[src/rtl/segdac_pkg.sv]
// Shared definitions for the segmented-DAC video driver: calibration FSM
// states and the default parameter set.
package segdac_pkg;

    typedef enum logic {
        IDLE = 1'b0,
        RAMP = 1'b1
    } cal_state_t;

    localparam int DEF_CHANNELS = 3;
    localparam int DEF_BITS     = 8;
    localparam int DEF_SEG_BITS = 2;
    localparam int DEF_VB_WIDTH = 3;
    localparam int DEF_VB_RESET = 4;
    localparam int DEF_CAL_HOLD = 16;

endpackage

[src/rtl/segdac_thermo_enc.sv]
// Binary-to-thermometer encoder for one DAC segment: value k lights the k
// least-significant unit elements.
module segdac_thermo_enc
    import segdac_pkg::*;
#(
    parameter int SEG_BITS = DEF_SEG_BITS
) (
    input  logic [SEG_BITS-1:0]        val,
    output logic [(1<<SEG_BITS)-2:0]   therm
);

    localparam int TW = (1 << SEG_BITS) - 1;

    always_comb begin
        therm = '0;
        for (int i = 0; i < TW; i++) begin
            therm[i] = (int'(val) > i);
        end
    end

endmodule

[src/rtl/segdac_driver.sv]
// Pixel-to-segmented-DAC driver with per-channel Vbias registers and a
// slow full-scale calibration ramp shared by all channels.
module segdac_driver
    import segdac_pkg::*;
#(
    parameter int CHANNELS = DEF_CHANNELS,
    parameter int BITS     = DEF_BITS,
    parameter int SEG_BITS = DEF_SEG_BITS,
    parameter int VB_WIDTH = DEF_VB_WIDTH,
    parameter int VB_RESET = DEF_VB_RESET,
    parameter int CAL_HOLD = DEF_CAL_HOLD
) (
    input  logic                                                  clk,
    input  logic                                                  rst_n,
    input  logic [CHANNELS*BITS-1:0]                              pix_rgb,
    input  logic                                                  pix_de,
    input  logic                                                  pix_hsync,
    input  logic                                                  pix_vsync,
    input  logic                                                  cfg_valid,
    output logic                                                  cfg_ready,
    input  logic [$clog2(CHANNELS+1)-1:0]                         cfg_chan,
    input  logic [VB_WIDTH-1:0]                                   cfg_data,
    input  logic                                                  cal_start,
    output logic                                                  cal_busy,
    output logic [CHANNELS*(BITS/SEG_BITS)*((1<<SEG_BITS)-1)-1:0] dac_seg,
    output logic [CHANNELS*VB_WIDTH-1:0]                          dac_vb,
    output logic                                                  hsync_o,
    output logic                                                  vsync_o
);

    localparam int SEGS   = BITS / SEG_BITS;
    localparam int TW     = (1 << SEG_BITS) - 1;
    localparam int CH_W   = SEGS * TW;
    localparam int CW     = $clog2(CHANNELS + 1);
    localparam int HOLD_W = (CAL_HOLD > 1) ? $clog2(CAL_HOLD) : 1;
    localparam logic [HOLD_W-1:0] HOLD_LAST = HOLD_W'(CAL_HOLD - 1);

    cal_state_t        state_q, state_d;
    logic [BITS-1:0]   code_q, code_d;
    logic [HOLD_W-1:0] hold_q, hold_d;
    logic              cfg_we;

    always_ff @(posedge clk or negedge rst_n) begin
        if (!rst_n) begin
            state_q <= IDLE;
            code_q  <= '0;
            hold_q  <= '0;
        end else begin
            state_q <= state_d;
            code_q  <= code_d;
            hold_q  <= hold_d;
        end
    end

    // Each code is held CAL_HOLD cycles; the ramp ends after the last hold of the top code.
    always_comb begin
        state_d = state_q;
        code_d  = code_q;
        hold_d  = hold_q;
        case (state_q)
            IDLE: begin
                if (cal_start) begin
                    state_d = RAMP;
                    code_d  = '0;
                    hold_d  = '0;
                end
            end
            RAMP: begin
                if (hold_q == HOLD_LAST) begin
                    hold_d = '0;
                    if (&code_q) begin
                        state_d = IDLE;
                    end else begin
                        code_d = code_q + BITS'(1);
                    end
                end else begin
                    hold_d = hold_q + HOLD_W'(1);
                end
            end
            default: state_d = IDLE;
        endcase
    end

    assign cal_busy  = (state_q == RAMP);
    assign cfg_ready = ~cal_busy;
    assign cfg_we    = cfg_valid & cfg_ready;

    for (genvar c = 0; c < CHANNELS; c++) begin : g_ch
        logic [BITS-1:0]     src;
        logic [CH_W-1:0]     therm;
        logic [CH_W-1:0]     seg_p1;
        logic [VB_WIDTH-1:0] vb_q;

        assign src = cal_busy ? code_q : pix_rgb[c*BITS +: BITS];

        for (genvar s = 0; s < SEGS; s++) begin : g_seg
            segdac_thermo_enc #(
                .SEG_BITS(SEG_BITS)
            ) u_enc (
                .val   (src[s*SEG_BITS +: SEG_BITS]),
                .therm (therm[s*TW +: TW])
            );
        end

        // Stage p1: segment drive register
        always_ff @(posedge clk or negedge rst_n) begin
            if (!rst_n) begin
                seg_p1 <= '0;
            end else begin
                seg_p1 <= (cal_busy || pix_de) ? therm : '0;
            end
        end

        // Channel index at or beyond CHANNELS broadcasts to every channel.
        always_ff @(posedge clk or negedge rst_n) begin
            if (!rst_n) begin
                vb_q <= VB_WIDTH'(VB_RESET);
            end else if (cfg_we && (cfg_chan == CW'(c) || cfg_chan >= CW'(CHANNELS))) begin
                vb_q <= cfg_data;
            end
        end

        assign dac_seg[c*CH_W +: CH_W]         = seg_p1;
        assign dac_vb[c*VB_WIDTH +: VB_WIDTH] = vb_q;
    end

    logic hsync_p1, vsync_p1;

    // Stage p1: syncs delayed to stay aligned with segment data
    always_ff @(posedge clk or negedge rst_n) begin
        if (!rst_n) begin
            hsync_p1 <= 1'b1;
            vsync_p1 <= 1'b1;
        end else begin
            hsync_p1 <= pix_hsync;
            vsync_p1 <= pix_vsync;
        end
    end

    assign hsync_o = hsync_p1;
    assign vsync_o = vsync_p1;

endmodule

[config.mk]
export PLATFORM = sky130hd
export DESIGN_NAME = segdac_driver
export DESIGN_NICKNAME = d
export VERILOG_FILES = /design/src/rtl/segdac_pkg.sv /design/src/rtl/segdac_thermo_enc.sv /design/src/rtl/segdac_driver.sv
export SDC_FILE = /design/constraint.sdc
export NUM_CORES = 1
export LEC_CHECK = 0
export ABC_AREA = 1
export ABC_CLOCK_PERIOD_IN_PS = 1500
export CORE_MARGIN = 3
export CORE_UTILIZATION = 40
export CTS_CLUSTER_DIAMETER = 80
export DETAILED_ROUTE_END_ITERATION = 8
export PLACE_DENSITY = 0.71
export SYNTH_ARGS = -nofsm -noshare
export SYNTH_HDL_FRONTEND = slang
export SYNTH_SLANG_ARGS = --single-unit
[constraint.sdc]
create_clock -name clk -period 1.5 [get_ports clk]
set_clock_uncertainty 0.15 [all_clocks]
set_input_delay 0.225 -clock clk [delete_from_list [all_inputs] [get_ports clk]]
set_output_delay 0.225 -clock clk [all_outputs]
set_load 0.005 [all_outputs]
======== Word level (Yosys, flattened, before mapping) ========
Cells that the tools add are included.
W data, S select, Z words.
cells by class
  bitwise operators ....................... 2
  equal/unequal tests ..................... 6
  magnitude comparators ................... 37
  mux-type cells .......................... 17
  reductions and logical operators ........ 10
  add/sub/neg operators ................... 2
operator list
  cell                   number
  $gt A2 B1 Y1 const B   24
  $mux W8                6
  $mux W12               3
  $gt A2 B2 Y1 const B   12
  $pmux W8 S2            1
  $add A8 B1 Y8 const B  1
  $mux W4                2
  $pmux W4 S2            1
  $reduce_and A8 Y1      1
  $add A4 B1 Y4 const B  1
  $eq A4 B4 Y1 const B   1
  $logic_or A1 B1 Y1     4
  $ne A2 B1 Y1 const B   2
  $logic_and A1 B1 Y1    3
  $mux W1                3
  $reduce_and A3 Y1      1
  $eq A2 B1 Y1 const B   1
  $eq A2 B2 Y1 const B   1
  $ge A2 B2 Y1 const B   1
  $logic_not A2 Y1       1
  $ne A2 B2 Y1 const B   1
  $pmux W1 S2            1
  $and A1 B1 Y1          1
  $not A1 Y1             1
word-level totals
  flip-flop bits (word level) ............. 60
  input bits .............................. 36

======== Depth between registers and ports, before layout ========
  word-level depth ........................ 4
  gate-level depth with buffers ........... 8
  gate-level depth less buffers ........... 8

======== Modules after synthesis ========
From an unflattened synthesis, not the netlist that was laid out.
second synthesis, totals
  cell total of the unflattened synthesis .. 374
  area, all modules ....................... 2886.5 µm²
by module, submodules not included
  module             area an instance (µm²)  instances  cells an instance
  segdac_driver      2616.3                  1          302
  segdac_thermo_enc  22.5                    12         6

======== Worst setup path before layout ========
Ideal clock, no wire load.
  kind .................................... reg-to-reg
  start ................................... register code_q[0]
  end ..................................... register code_q[3]
  cell stages (with the launch flop) ...... 9
  arrival time ............................ 1.172 ns
  data required time ...................... 1.232 ns
  path slack .............................. 0.061 ns
  period minus slack after synthesis ...... 1.439 ns
  cells stage by stage .................... dfrtp_1 -> ha_1 -> nand2_1 -> inv_1 -> nand3_2 -> nand2_2 -> buf_6 -> nand2_1 -> o21ai_2
between the ends
  word-level cells in the longest chain between the ends .. 4
ends and longest elaborated chain
  item                    line                 RTL
  from (decl)             segdac_driver.sv:39  logic [BITS-1:0] code_q, code_d;
  from (signal assigned)  segdac_driver.sv:50  code_q <= code_d;
  $add A8 B1 Y8           segdac_driver.sv:74  code_d = code_q + BITS'(1);
  $mux W8                 segdac_driver.sv:71  if (&code_q) begin
  $mux W8                 segdac_driver.sv:69  if (hold_q == HOLD_LAST) begin
  $pmux W8 S2             segdac_driver.sv:60  case (state_q)
Several ways; a longest one is shown, not always the timed one. The select of a mux whose other input is x is not followed.
A chain may end at the register's enable or synchronous reset.

======== Worst setup path in the final report ========
  start ................................... register state_q (netlist: cal_busy)
  end ..................................... register g_ch[0].seg_p1[0]
between the ends
  word-level cells in the longest chain between the ends .. 3
ends and longest elaborated chain
  item                    line                     RTL
  from (decl)             segdac_driver.sv:38      cal_state_t state_q, state_d;
  from (signal assigned)  segdac_driver.sv:49      state_q <= state_d;
  $mux W8                 segdac_driver.sv:94      assign src = cal_busy ? code_q : pix_rgb[c*BITS +: BITS];
  $gt A2 B1 Y1            segdac_thermo_enc.sv:17  therm[i] = (int'(val) > i);
  $mux W12 (*)            segdac_driver.sv:110     seg_p1 <= (cal_busy || pix_de) ? therm : '0;
  to (signal assigned)    segdac_driver.sv:110
  to (decl)               segdac_driver.sv:91      logic [CH_W-1:0] seg_p1;
Every way passes the cells marked *; elsewhere a longest branch is shown, timed or not.

==> tab_implementation.tex <==
\begin{tabular}{lr}
\hline
Metric & Value \\
\hline
\multicolumn{2}{l}{\textbf{Pwr}} \\
Net switching power & approximately 0.0014 W \\
Part of the power in registers & 0.405 \\
Share of power burned in the clock network & 0.345 \\
Leakage power total & between 2 and 2.5 nW \\
Internal power summed over all cells & roughly 0.0036 W \\
Power per Cell Area & 1230 nW/um\^{}2 \\
Switching part of the total & 0.274 \\
Combinational group share of total power & 0.250 \\
Maximum ir drop on the vdd rail & about 0.63 mV \\
\multicolumn{2}{l}{\textbf{Route}} \\
Detail Route met3 WL & 376 um \\
Top layer in use & met4 \\
Routed wire length on met2 & 3590 um \\
Remaining antenna violation count after routing & 0 \\
Vias per cell & roughly 4.9 \\
Wirelength, routed & about 6700 um \\
Count of TritonRoute iterations in the first routing pass & 5 \\
Iteration-0 DRC Markers & 144 \\
Total DRC errors in the routed layout & 0 \\
Wire length on met1 & 2690 um \\
DR vias & between 2000 and 2500 \\
Wirelength per Cell & 14.8 um \\
\multicolumn{2}{l}{\textbf{Synthesis}} \\
Post-Synth XOR/XNOR Area & 0.00728 \\
Adder-cell area share of the yosys netlist & 0.0260 \\
Main combinational cell family by area after synthesis & simple AND/OR/NAND/NOR gates \\
Area of the mapped netlist & $\sim$2400 um\^{}2 \\
Post-synthesis cell type with the largest combined area & dfrtp\_1 \\
Simple logic cell fraction of the synthesized area & 0.146 \\
Unique cell type count in the Yosys netlist & 23 \\
Top cells by area, synth & dfrtp\_1 (57\%), nand2\_1 (7.2\%), o21ai\_0 (6.4\%), dfstp\_2 (5.5\%), a21oi\_1 (5.2\%) \\
Portion of the post-synthesis area used by sequential elements & 0.626 \\
Post-synthesis mux area share & 0 \\
Synthesis warning total & 0 \\
Syn Nets & a little under 300 \\
Share of the synthesized area in the top cell type & 0.572 \\
Synth Register Bits & 60 \\
Mapped Avg Cell Area & 9.71 um\^{}2 \\
Area fraction in compound gates after synthesis & 0.129 \\
Synthesized instance count & 248 \\
\multicolumn{2}{l}{\textbf{Clock tree}} \\
CTS tree & done \\
Number of clock buffers inserted by TritonCTS & 9 \\
H-tree depth reported by CTS & 3 \\
Clock transition at path regs & 70 ps \\
Maximum count of clock buffers along a single path & 2 \\
Root buffer cell & clkbuf\_8 \\
\# clock sinks & 60 \\
Skew-Pair Late Insertion Delay & 330 ps \\
\multicolumn{2}{l}{\textbf{Worst setup path}} \\
Worst flop-to-flop path startpoint & cal\_busy \\
Start point of the critical path & cal\_busy \\
Kind of critical path & reg -> reg \\
Kind of cell adding the most delay to the critical path & buffers and inverters \\
Nature of the critical path endpoint & flop \\
Slowest stage delay, CP & 440 ps \\
Top cell by count, worst path & buf\_6 \\
Required time at the endpoint of the critical path & 1560 ps \\
Crit path launch type & flop \\
Arrival time at the worst endpoint & 1540 ps \\
Largest driver fanout on the critical path & 11 \\
Cell type of the slowest stage on the worst timing path & dfrtp\_2 \\
Number of buffers and inverters on the critical path & 3 \\
CP cell instances & buf\_6, buf\_6, nor2\_1, buf\_4, o21ai\_0 \\
\multicolumn{2}{l}{\textbf{Timing}} \\
Sum of negative setup slack & 0 ps \\
Worst rel slew slack & 0.786 \\
Slew at the pin closest to its max-slew limit & 318 ps \\
Number of endpoints with negative hold slack in the final report & 0 \\
Fraction of the cycle the final worst path needs & 0.989 \\
Peak Freq & 0.674 GHz \\
Fin worst setup slack & 16.3 ps \\
Setup repair after global routing missed its margin & true \\
Time the final worst path needs with I/O delays and setup & 1480 ps \\
Final setup violation count & 0 \\
Total count of max-transition violations in the final report & 0 \\
\multicolumn{2}{l}{\textbf{Min path}} \\
Type of the worst min-delay path & in -> reg \\
Worst Min Path Start & pix\_hsync \\
\multicolumn{2}{l}{\textbf{Global route}} \\
Pin count of the biggest net entering global routing & between 60 and 70 \\
Initial antenna violation count & 0 \\
Via count of the first global-routing pass & 2221 \\
Overall fraction of global-route tracks in use & 0.195 \\
First-pass GRT wire length & around 11000 um \\
Residual overflow from global routing & 0 \\
\multicolumn{2}{l}{\textbf{Die}} \\
Die Outline Area & 6980 um\^{}2 \\
Standard-cell row count & 27 \\
Boundary pin count & 85 \\
Area inside the core boundary & 5680 um\^{}2 \\
Initial standard-cell utilization of the core & 0.424 \\
DIE WIDTH & between 80 and 90 um \\
Die Height & $\sim$84 um \\
\multicolumn{2}{l}{\textbf{Cells and area}} \\
Fraction of final layout cells with drive strength greater than 1 & 0.272 \\
Post-route core utilization & 0.712 \\
\# nets final & around 420 \\
Sequential Area & 1510 um\^{}2 \\
Post-Layout Inst Area & 4040 um\^{}2 \\
Filler cell count in the final layout & a little over 400 \\
Post-synthesis to final-layout area growth & 67.9\% \\
Multi-input combinational cell area & 971 um\^{}2 \\
Antenna diode instance count & 0 \\
\multicolumn{2}{l}{\textbf{Placement}} \\
Final weighted congestion in routability-driven placement & a little under 0.8 \\
Total of buffers placed on input and output ports & 84 \\
DPL Wire Length & 4220 um \\
Area post-placement & $\sim$3500 um\^{}2 \\
Setup slack after placement & -169 ps \\
\multicolumn{2}{l}{\textbf{Flow run}} \\
Maximum Capacitance Violations & 0 \\
\multicolumn{2}{l}{\textbf{Status}} \\
Result of the run & completed \\
\hline
\end{tabular}
-- power groups by stage --
stage	registers, W	logic, W	clock network (W)
after global routing	0.00205	0.00139	0.00183
after detailed placement	0.00202	0.00113	0
final	0.00201	0.00124	0.00171
after CTS	0.00199	0.00109	0.00174
after global placement	0.00202	0.00111	0
after floorplan	0.00206	0.000421	0
-- synthesized netlist by cell type --
cell,n
a21oi_1,25
a22o_1,1
buf_2,2
buf_4,1
buf_6,2
clkbuf_1,1
dfrtp_1,55
dfstp_2,5
ha_1,5
inv_1,29
inv_2,1
nand2_1,46
nand2_2,3
nand3_1,8
nand3_2,1
nor2_1,25
nor2_4,1
nor3_1,1
o21ai_0,31
o21ai_1,1
o21ai_2,2
xnor2_1,1
xor2_1,1
-- registers in the layout, summed over array words and instances, names as in the netlist --
name / flops
hsync_o: 1
g_ch.vb_q: 9
cal_busy: 1
hold_q: 4
g_ch.seg_p1: 36
code_q: 8
vsync_o: 1
-- final cells by class --
cell class / count / share of cell area
Timing Repair Buffer: 122 / 0.274
Clock inverter: 5 / 0.0248
Inverter: 30 / 0.0313
Tap cell: 72 / 0.0223
Multi-Input combinational cell: 153 / 0.240
Sequential cell: 60 / 0.373
Clock buffer: 11 / 0.0325
Timing Repair inverter: 1 / 0.00186
-- worst register-to-register path: stages, from the launching register on --
cell and delay [ps]:
dfrtp_2 440, buf_6 140, buf_6 140, nor2_1 160, buf_4 220, o21ai_0 120
-- timing repair --
action,4_1_cts,5_1_grt
cloned,2,0
pin swaps,8,5
endpoints found under the hold margin,55,0
hold buffers,1,0
resized for setup,81,52
endpoints found under the setup margin,73,52
setup buffers,7,7
-- placed cells by master (no fill, tap or decap), types with 2 or more instances in the layout --
cell | netlist | final
a21oi_1 | 25 | 10
a21oi_2 | 0 | 4
a21oi_4 | 0 | 11
buf_12 | 0 | 2
buf_4 | 1 | 30
buf_6 | 2 | 6
bufinv_16 | 0 | 3
clkbuf_1 | 1 | 2
clkbuf_8 | 0 | 9
clkdlybuf4s15_1 | 0 | 2
clkdlybuf4s50_1 | 0 | 34
clkinv_2 | 0 | 2
clkinvlp_4 | 0 | 2
dfrtp_1 | 55 | 54
dfstp_2 | 5 | 5
dlygate4sd2_1 | 0 | 45
ha_1 | 5 | 3
inv_1 | 29 | 23
inv_2 | 1 | 3
inv_4 | 0 | 2
nand2_1 | 46 | 41
nand2_2 | 3 | 6
nand2_4 | 0 | 3
nand3_1 | 8 | 7
nand3_4 | 0 | 2
nor2_1 | 25 | 22
nor2_2 | 0 | 2
nor2_4 | 1 | 2
o21ai_0 | 31 | 18
o21ai_1 | 1 | 12
o21ai_2 | 2 | 4
-- path summary, 6_finish.rpt --
kind / endpoint / slack, ps / depth (start not counted)
max: g_ch[0].seg_p1[0] / 20 / 5
min: hsync_o / 160 / 1
max reg2reg: g_ch[0].seg_p1[0] / 20 / 5
min reg2reg: g_ch[2].vb_q[2] / 320 / 2
max in group asynchronous: g_ch[2].vb_q[2] / 610 / 3
min in group asynchronous: g_ch[0].seg_p1[10] / 290 / 3
-- stage by stage --
stage | cells | total power, W | hold slack, ps
6_report | 454 | 0.00497 | 160
3_5_place_dp | 423 | 0.00315 | 102
4_1_cts | 449 | 0.00482 | 152
3_3_place_gp | 423 | 0.00313 | 104
5_1_grt | 454 | 0.00526 | 165
2_1_floorplan | 248 | 0.00248 | -221
-- routing by layer --
metal / GRT usage / vias up
li1: - / 1053
met1: 0.240 / 1064
met2: 0.326 / 81
met3: 0.0553 / 8
met4: 0.0702 / 0
met5: 0 / -
-- logic make-up after synthesis --
| kind of cell | count (synthesis) |
|---|---|
| adders and majority gates | 5 |
| DFF | 60 |
| and+or+nand+nor | 85 |
| xor gates and xnor gates | 2 |
| AOI/OAI and AO/OA | 60 |
| buffers and inverters | 36 |
Power figures use the tool's default switching activity.
